### src/rtl/edge_event_capture.sv
// edge_event_capture
//   Multi-channel edge detector. Each channel runs its raw input through a
//   persistence (glitch) filter and then detects rising and falling edges of
//   the filtered level, as selected by a runtime mode. For each channel it
//   provides a one-cycle pulse, the polarity of the last pulse, a sticky flag
//   and a saturating event counter. A lowest-index encoder summarises the
//   pulses of all channels.
//
// Parameters
//   N        number of channels (>=1)
//   FILT_LEN clock edges a changed input must persist before filt flips (>=1)
//   CW       per-channel event counter width (>=1)
//   INIT     reset value of the filtered level, applied to every channel (0/1)
//
// Ports
//   clk        clock, all state updates on posedge
//   rst        synchronous active-high reset
//   in         [N]    raw channel inputs, already synchronous to clk
//   mode       [2N]   per channel {fall_en, rise_en}: 00 off, 01 rise, 10 fall, 11 both
//   clr        [N]    per-channel clear of sticky and cnt
//   filt       [N]    filtered level
//   pulse      [N]    one-cycle event strobe
//   pulse_dir  [N]    polarity of the most recent pulse (1 rising, 0 falling)
//   sticky     [N]    set by pulse, cleared by clr
//   cnt        [N*CW] saturating event counters, channel i at [i*CW +: CW]
//   evt_valid         OR of pulse
//   evt_idx    [IW]   lowest index with pulse set, 0 when evt_valid is 0
module edge_event_capture #(
  parameter int N        = 4,
  parameter int FILT_LEN = 1,
  parameter int CW       = 8,
  parameter int INIT     = 0,
  localparam int IW      = (N > 1) ? $clog2(N) : 1
) (
  input  logic            clk,
  input  logic            rst,
  input  logic [N-1:0]    in,
  input  logic [2*N-1:0]  mode,
  input  logic [N-1:0]    clr,
  output logic [N-1:0]    filt,
  output logic [N-1:0]    pulse,
  output logic [N-1:0]    pulse_dir,
  output logic [N-1:0]    sticky,
  output logic [N*CW-1:0] cnt,
  output logic            evt_valid,
  output logic [IW-1:0]   evt_idx
);

  localparam int RW = $clog2(FILT_LEN + 1);
  localparam logic INIT_LVL = (INIT != 0);

  genvar gi;
  generate
    for (gi = 0; gi < N; gi = gi + 1) begin : g_chan
      logic [RW-1:0] run_reg;
      logic          filt_reg;
      logic          pulse_reg;
      logic          dir_reg;
      logic          sticky_reg;
      logic [CW-1:0] cnt_reg;

      logic mismatch;
      logic flip;
      logic rise;
      logic fall;
      logic evt;

      // The filtered level flips on the edge where the run of mismatching
      // samples would reach FILT_LEN; with FILT_LEN=1 that is every mismatch.
      assign mismatch = (in[gi] != filt_reg);
      assign flip     = mismatch && (run_reg == RW'(FILT_LEN - 1));
      assign rise     = flip && in[gi];
      assign fall     = flip && !in[gi];
      // Mode is sampled on the flip edge itself; a disabled flip is dropped.
      assign evt      = (rise && mode[2*gi]) || (fall && mode[2*gi+1]);

      always_ff @(posedge clk) begin
        if (rst) begin
          run_reg    <= '0;
          filt_reg   <= INIT_LVL;
          pulse_reg  <= 1'b0;
          dir_reg    <= 1'b0;
          sticky_reg <= 1'b0;
          cnt_reg    <= '0;
        end else begin
          if (!mismatch || flip) begin
            run_reg <= '0;
          end else begin
            run_reg <= run_reg + RW'(1);
          end

          if (flip) begin
            filt_reg <= in[gi];
          end

          // Registered together with filt so the pulse lines up with the
          // first cycle the new level is visible.
          pulse_reg <= evt;

          if (evt) begin
            dir_reg <= rise;
          end

          // An event on the same edge as clr counts from a cleared state.
          if (evt) begin
            sticky_reg <= 1'b1;
            if (clr[gi]) begin
              cnt_reg <= CW'(1);
            end else if (cnt_reg != {CW{1'b1}}) begin
              cnt_reg <= cnt_reg + CW'(1);
            end
          end else if (clr[gi]) begin
            sticky_reg <= 1'b0;
            cnt_reg    <= '0;
          end
        end
      end

      assign filt[gi]            = filt_reg;
      assign pulse[gi]           = pulse_reg;
      assign pulse_dir[gi]       = dir_reg;
      assign sticky[gi]          = sticky_reg;
      assign cnt[gi*CW +: CW]    = cnt_reg;
    end
  endgenerate

  // Priority encoder: scanning from the top down leaves the lowest set index.
  always_comb begin
    evt_valid = |pulse;
    evt_idx   = '0;
    for (int i = N - 1; i >= 0; i--) begin
      if (pulse[i]) begin
        evt_idx = IW'(i);
      end
    end
  end

endmodule

### config.mk
export PLATFORM = sky130hd
export DESIGN_NAME = edge_event_capture
export DESIGN_NICKNAME = d
export VERILOG_FILES = /design/src/rtl/edge_event_capture.sv
export SDC_FILE = /design/constraint.sdc
export NUM_CORES = 1
export LEC_CHECK = 0
export BUFFER_PORTS_ARGS = -buffer_cell sky130_fd_sc_hd__buf_2
export CAP_MARGIN = 20
export CORE_ASPECT_RATIO = 0.75
export CORE_UTILIZATION = 52
export CTS_BUF_LIST = sky130_fd_sc_hd__clkbuf_4
export DETAILED_ROUTE_END_ITERATION = 6
export PLACE_DENSITY = 0.87
export SYNTH_ARGS = -nofsm -noshare
export SYNTH_HDL_FRONTEND = slang
export SYNTH_SLANG_ARGS = --single-unit
### constraint.sdc
create_clock -name clk -period 4.2 [get_ports clk]
set_clock_uncertainty 0.1 [all_clocks]
set_input_delay 0.21 -clock clk [delete_from_list [all_inputs] [get_ports clk]]
set_output_delay 0.21 -clock clk [all_outputs]
set_load 0.005 [all_outputs]
==> impl_metrics.csv, run 1 <==
group,metric,value,unit
sta,hold_viol,0,
logic_synthesis,synth-simple-area-share,27.3,%
sta,finalSetupViolations,0,
placed_design,gp_congestion,0.845,
min_path,holdPathEnd,"g_chan[3].dir_reg$_SDFFE_PP0P_",
outcome,status,"completed",
placed_design,dp_cells,406,
die,dieArea,5300,sq um
critical_path,crit_buf_inv,0,
critical_path,crit_family,"compound AO/OA/AOI/OAI gates",
sta,period_minus_slack,2.02,ns
power,ir_drop,0.000195,V
die,die_y,63.3,um
min_path,hold_class,"input pin to register",
critical_path,crit_slowest_cell,"a31oi_1",
logic_synthesis,synth_largest_area_cell,"dfxtp_1",
clocking,cts_max_level,2,
logic_synthesis,synth_edf_count,0,
cells_and_area,final_cell_area,2920,sq um
clocking,root_buffer,"clkbuf_4",
logic_synthesis,synthArstFlopShare,0,%
logic_synthesis,syn_inst,303,
clocking,worstSkewPairLatency,0.36,ns
logic_synthesis,synthFlopType,"dfxtp_1",
sta,holdWs,0.0267,ns
detailed_routing,drtPass1Iterations,4,
detailed_routing,top_layer_used,"met4",
detailed_routing,drc,0,
critical_path,cp.arrival,2.21,ns
sta,max_slew_margin,30.3,%
logic_synthesis,avgSynthCellArea,8.60,sq um
cells_and_area,fillerInstances,422,
critical_path,critPathLaunchType,"register",
job,drv_cap,0,
logic_synthesis,synth_area_leaders,"dfxtp_1 40%, a21oi_1 5.2%, buf_4 4.6%",
global_route,grt_max_degree,30,
die,start_util,56.3,%
die,rows,21,
global_route,antenna_found_initial,0,
logic_synthesis,muxShareOfSynthArea,1.15,%
critical_path,path_class,"register to register",
global_route,grt_pass1_vias,2192,
logic_synthesis,yosys_warnings,0,
placed_design,dpl_cell_area,2870,sq um
clocking,cts.sinks,52,
detailed_routing,wl,5800,um
power,leakage,0.00117,uW
clocking,cts_max_path_buffers,2,
critical_path,rrSetupSlack,2.18,ns
global_route,grt-ovfl-total,0,
detailed_routing,num_vias,2487,
global_route,grt_pass1_wl,9830,um
global_route,track_usage,22.5,%
logic_synthesis,netlist_area,2600,sq um
detailed_routing,wl_per_cell,14.0,um
sta,slew_violations,0,
clocking,cts_tree,"built",
critical_path,regToRegEndpoint,"g_chan[2].cnt_reg[5]$_SDFFE_PP0P_",
critical_path,reg2regPathDepth,4,
cells_and_area,syn2layout_area_growth,11.9,%
critical_path,path_cells,"and4bb_1, a31oi_1, nor4b_1, nor3_1",
logic_synthesis,yosys.area.top_type_share,40.0,%
critical_path,critical_path_required,4.38,ns
logic_synthesis,ys_seq_area_share,40.0,%
cells_and_area,finalNetCount,378,
die,die_x,83.7,um
cells_and_area,n_antenna_cell,0,
sta,tightest_slew,1.04,ns
clocking,numCtsBuffers,5,
cells_and_area,largest_reg_flops,32,
sta,grt_setup_unrepaired,"false",
min_path,holdPathStages,3,
logic_synthesis,synth_cell_types,53,
detailed_routing,drt_iter0_drc,113,
clocking,cts-resized-gates,0,
logic_synthesis,yosys_register_bits,52,
sta,max_freq,494,MHz
critical_path,slowest_delay,0.77,ns
placed_design,post-dp-hpwl,4290,um
sta,fin_tns_setup,0,ns
logic_synthesis,synth_top_family_by_area,"simple AND/OR/NAND/NOR gates",
clocking,path_clk_slew,0.14,ns
detailed_routing,wl_met2,2690,um
critical_path,critPathMaxFanout,13,
cells_and_area,seq_area,1040,sq um
logic_synthesis,synth_compound_area_share,22.4,%
placed_design,io_buffers,68,
logic_synthesis,synth.most_common_cell,"dfxtp_1",
logic_synthesis,yosys.area_share.adder,1.92,%
cells_and_area,multi_input_area,1390,sq um
clocking,post_cts_buffers,0,
critical_path,cp-end-kind,"register",
die,pin_count,69,
die,design.core.area,4620,sq um
detailed_routing,wl_met3,324,um
logic_synthesis,synth_common_cells,"52 x dfxtp_1, 27 x a21oi_1, 22 x nand2_1, 19 x nand3_1, 19 x nor2_1",
power,fin_total_pwr,814,uW
cells_and_area,instances_no_fill,413,
detailed_routing,wl_met1,2740,um
clocking,cts_hold_buf,0,
critical_path,rr_startpoint,"g_chan[2].filt_reg$_SDFFE_PP0N_",
power,power.density,279,nW/um^2
detailed_routing,vias_per_cell,6.02,
sta,fin_crit_sh,48.2,%
logic_synthesis,synthXorXnorAreaFrac,0,%
min_path,hp-start,"in[3]",
cells_and_area,drive_gt1_share,23.9,%
detailed_routing,ant_nets,0,
==> power by group <==
part           internal, uW  switching [uW]  total (uW)  leakage (uW)
clock                  68.6             148         217     0.0000315
sequential              506            13.5         519      0.000423
combinational          32.7            45.3        78.0      0.000716
==> logic make-up (layout without fill, tap and decap cells) <==
family | count (synthesis) | count (layout)
mux | 3 | 3
flops | 52 | 52
other cells | 1 | 4
buf+inv | 31 | 81
compound gates | 82 | 82
fa+ha+maj | 4 | 4
simple gates | 130 | 130
==> per-stage QoR <==
step / worst slack (ns) / utilization, %
4_1_cts: 2.15 / 63.0
3_5_place_dp: 2.19 / 62.0
3_3_place_gp: 2.38 / 62.0
2_1_floorplan: 2.44 / -
5_1_grt: 2.02 / 63.0
6_report: 2.18 / 63.0
==> tightest hold or removal path, stage by stage <==
cell and delay (ns):
buf_2 0.11, o21ai_0 0.07, a21oi_1 0.06
==> worst max path at each step <==
stage	from	to	slack (ns)	cells past startpoint
CTS	g_chan[2].filt_reg$_SDFFE_PP0N_	g_chan[2].cnt_reg[5]$_SDFFE_PP0P_	2.15	4
finish	g_chan[2].filt_reg$_SDFFE_PP0N_	g_chan[2].cnt_reg[5]$_SDFFE_PP0P_	2.18	4
global placement	g_chan[2].run_reg$_SDFF_PP0_	g_chan[2].cnt_reg[3]$_SDFFE_PP0P_	2.38	4
global route	g_chan[2].filt_reg$_SDFFE_PP0N_	g_chan[2].cnt_reg[4]$_SDFFE_PP0P_	2.02	4
detailed placement	g_chan[2].filt_reg$_SDFFE_PP0N_	g_chan[2].cnt_reg[5]$_SDFFE_PP0P_	2.19	4
floorplan	g_chan[1].cnt_reg[0]$_SDFFE_PP0P_	g_chan[1].cnt_reg[3]$_SDFFE_PP0P_	2.44	6
==> per-layer routing <==
layer | GRT usage (%) | up-vias
met5 | 0 | -
met4 | 7.20 | 0
met3 | 4.72 | 7
met2 | 36.8 | 75
met1 | 29.8 | 1168
li1 | - | 1237
==> layout by cell type (no fill, tap or decap), types with 8 or more instances in the layout <==
master / instances
nand3_1: 19
a21oi_1: 27
o21ai_0: 10
nor2b_1: 8
nor3_1: 15
nand2_1: 22
buf_2: 68
dfxtp_1: 52
nor2_1: 19
==> cell type report <==
class | count | share of cell area, %
multi-input combinational | 223 | 47.7
sequential | 52 | 35.7
timing repair buffer | 68 | 11.7
tap | 57 | 2.45
clock buffer | 6 | 1.55
inverter | 6 | 0.773
clock inverter | 1 | 0.172
No activity file was read; power rests on OpenSTA's default activity.
==> run 2: changes to the inputs <==
Settings changed: CORE_UTILIZATION 52 to 49, PLACE_DENSITY 0.87 to 0.86.
Clock period 4.2 ns to 1.64 ns, I/O delays scaled along.
==> impl_metrics.csv, run 2 (synthesized netlist as in run 1, its figures left out) <==
group,metric,value,unit
sta,hold_viol,0,
critical_path,rr_startpoint,"g_chan[1].cnt_reg[1]$_SDFFE_PP0P_",
min_path,holdPathStages,4,
critical_path,cp.arrival,1.85,ns
critical_path,critPathMaxFanout,6,
global_route,grt_pass1_vias,2376,
sta,max_freq,608,MHz
detailed_routing,drt_iter0_drc,100,
cells_and_area,final_common_cell,"buf_2",
global_route,track_usage,22.8,%
critical_path,cp-end-kind,"register",
sta,fin_ws,-0.00438,ns
global_route,top_usage_layer,"met2",
clocking,worstSkewPairLatency,0.36,ns
power,clkPwrFrac,25.0,%
detailed_routing,wl_per_cell,13.8,um
global_route,grt-ovfl-total,0,
critical_path,critical_path_required,1.85,ns
detailed_routing,drc,0,
clocking,cts.sinks,52,
critical_path,reg2regPathDepth,5,
sta,finalSetupViolations,1,
cells_and_area,n_antenna_cell,0,
power,switching_power,543,uW
placed_design,dpl_cell_area,3080,sq um
sta,period_minus_slack,1.64,ns
critical_path,regToRegEndpoint,"g_chan[1].cnt_reg[3]$_SDFFE_PP0P_",
global_route,antenna_found_initial,0,
detailed_routing,drtPass1Iterations,4,
critical_path,path_cells,"ha_4, and3_4, and3_4, or4_4, a21oi_2",
placed_design,io_buffers,68,
cells_and_area,final_cell_mix,"68 x buf_2, 43 x dfxtp_1, 29 x buf_4",
min_path,holdPathEnd,"g_chan[1].dir_reg$_SDFFE_PP0P_",
cells_and_area,finalNetCount,418,
placed_design,dp_cells,446,
sta,grt_setup_unrepaired,"true",
cells_and_area,largest_reg_flops,32,
cells_and_area,syn2layout_area_growth,30.1,%
critical_path,rrSetupSlack,-0.004,ns
die,dieArea,5610,sq um
power,seq_power_share,62.6,%
clocking,cts_tree,"built",
placed_design,gp_congestion,0.885,
critical_path,path_class,"register to register",
die,pin_count,69,
die,die_x,86.2,um
sta,fin_crit_sh,100,%
critical_path,crit_buf_inv,0,
cells_and_area,fillerInstances,417,
cells_and_area,instances_no_fill,468,
global_route,met1_usage,29.6,%
cells_and_area,final_util,67.7,%
global_route,grt_pass1_wl,10200,um
cells_and_area,final_cell_area,3390,sq um
cells_and_area,drive_gt1_share,36.9,%
die,start_util,52.0,%
power,leakage,0.00137,uW
global_route,grt_use_met2,37.4,%
die,die_y,65.1,um
detailed_routing,num_vias,2688,
critical_path,crit_top_cell,"and3_4",
critical_path,slowest_delay,0.42,ns
sta,holdWs,0.0243,ns
placed_design,dpl_worst_slack,0.0279,ns
clocking,path_clk_slew,0.14,ns
detailed_routing,wl,6480,um
power,power_frac_comb,12.4,%
global_route,grt_max_degree,23,
critical_path,cp_num_cells,5,
global_route,grtUsageMet3,4.52,%
detailed_routing,vias_per_cell,5.74,
clocking,root_buffer,"clkbuf_4",
min_path,hp-start,"mode[3]",
die,design.core.area,5010,sq um
outcome,failed_checks,"negative setup slack",
clocking,numCtsBuffers,5,
critical_path,crit_slowest_cell,"or4_4",
power,p_int,1570,uW
outcome,status,"complete, but fails checks",
power,ir_drop,0.000449,V
power,power.density,624,nW/um^2
sta,slew_violations,0,
job,drv_cap,0,
die,rows,22,
critical_path,crit_family,"simple AND/OR/NAND/NOR gates",
placed_design,post-dp-hpwl,4580,um
min_path,hold_class,"input pin to register",
clocking,cts_max_path_buffers,2,
clocking,cts_max_level,2,
critical_path,critPathLaunchType,"register",
power,p_sw_share,25.7,%
detailed_routing,ant_nets,0,
==> run 2: worst max path at each step <==
stage | start | to | slack (ns)
final | g_chan[1].cnt_reg[1]$_SDFFE_PP0P_ | g_chan[1].cnt_reg[3]$_SDFFE_PP0P_ | -0.004
after global routing | g_chan[2].run_reg$_SDFF_PP0_ | g_chan[2].cnt_reg[4]$_SDFFE_PP0P_ | -0.06
after CTS | g_chan[3].cnt_reg[0]$_SDFFE_PP0P_ | g_chan[3].cnt_reg[3]$_SDFFE_PP0P_ | 0.0006
after detailed placement | g_chan[0].cnt_reg[0]$_SDFFE_PP0P_ | g_chan[0].cnt_reg[3]$_SDFFE_PP0P_ | 0.03
after global placement | g_chan[2].run_reg$_SDFF_PP0_ | g_chan[2].cnt_reg[3]$_SDFFE_PP0P_ | 0.06
after floorplan | g_chan[1].cnt_reg[1]$_SDFFE_PP0P_ | g_chan[1].cnt_reg[3]$_SDFFE_PP0P_ | 0.02
==> run 2: repair_timing <==
action                     CTS  global route
gates cloned                 0             0
pin swaps                    2             8
hold buffers                11             0
hold endpoints to repair    24             0
resized for setup            2            34
buffers inserted             0             4
setup endpoints to repair    3            14
==> run 2: final cells by class <==
type                       instances  area [sq um]  area share (%)
multi-input combinational        223          1510            44.5
tap                               72          90.1            2.66
inverter                           6          22.5           0.664
sequential                        52          1050            31.1
clock buffer                       5          37.5            1.11
timing repair buffer             108           668            19.7
clock inverter                     2          7.51           0.221
==> run 2: power groups by stage <==
stage / Clock, uW / Sequential (uW) / Combinational, uW
3_3_place_gp: 0 / 1350 / 221
2_1_floorplan: 0 / 1350 / 144
4_1_cts: 557 / 1320 / 248
5_1_grt: 603 / 1330 / 286
3_5_place_dp: 0 / 1350 / 227
6_report: 530 / 1330 / 261
==> run 2: metal layers <==
| layer | routed length, um | part of all wire [%] | up-vias |
|---|---|---|---|
| met5 | 0 | 0 | - |
| met4 | 70 | 1.1 | 0 |
| met3 | 358 | 5.5 | 9 |
| met2 | 3010 | 47 | 105 |
| met1 | 3040 | 47 | 1262 |
| li1 | - | - | 1312 |
==> run 2: worst reg2reg max path: stages, from the launching register on <==
cell	delay, ns
dfxtp_4	0.39
ha_4	0.16
and3_4	0.19
and3_4	0.19
or4_4	0.42
a21oi_2	0.14
==> run 2: metrics by stage <==
step                      setup TNS (ns)  total power, uW
after global placement                 0             1570
after detailed placement               0             1580
after global routing              -0.179             2220
after floorplan                        0             1490
after CTS                              0             2130
final                           -0.00438             2120
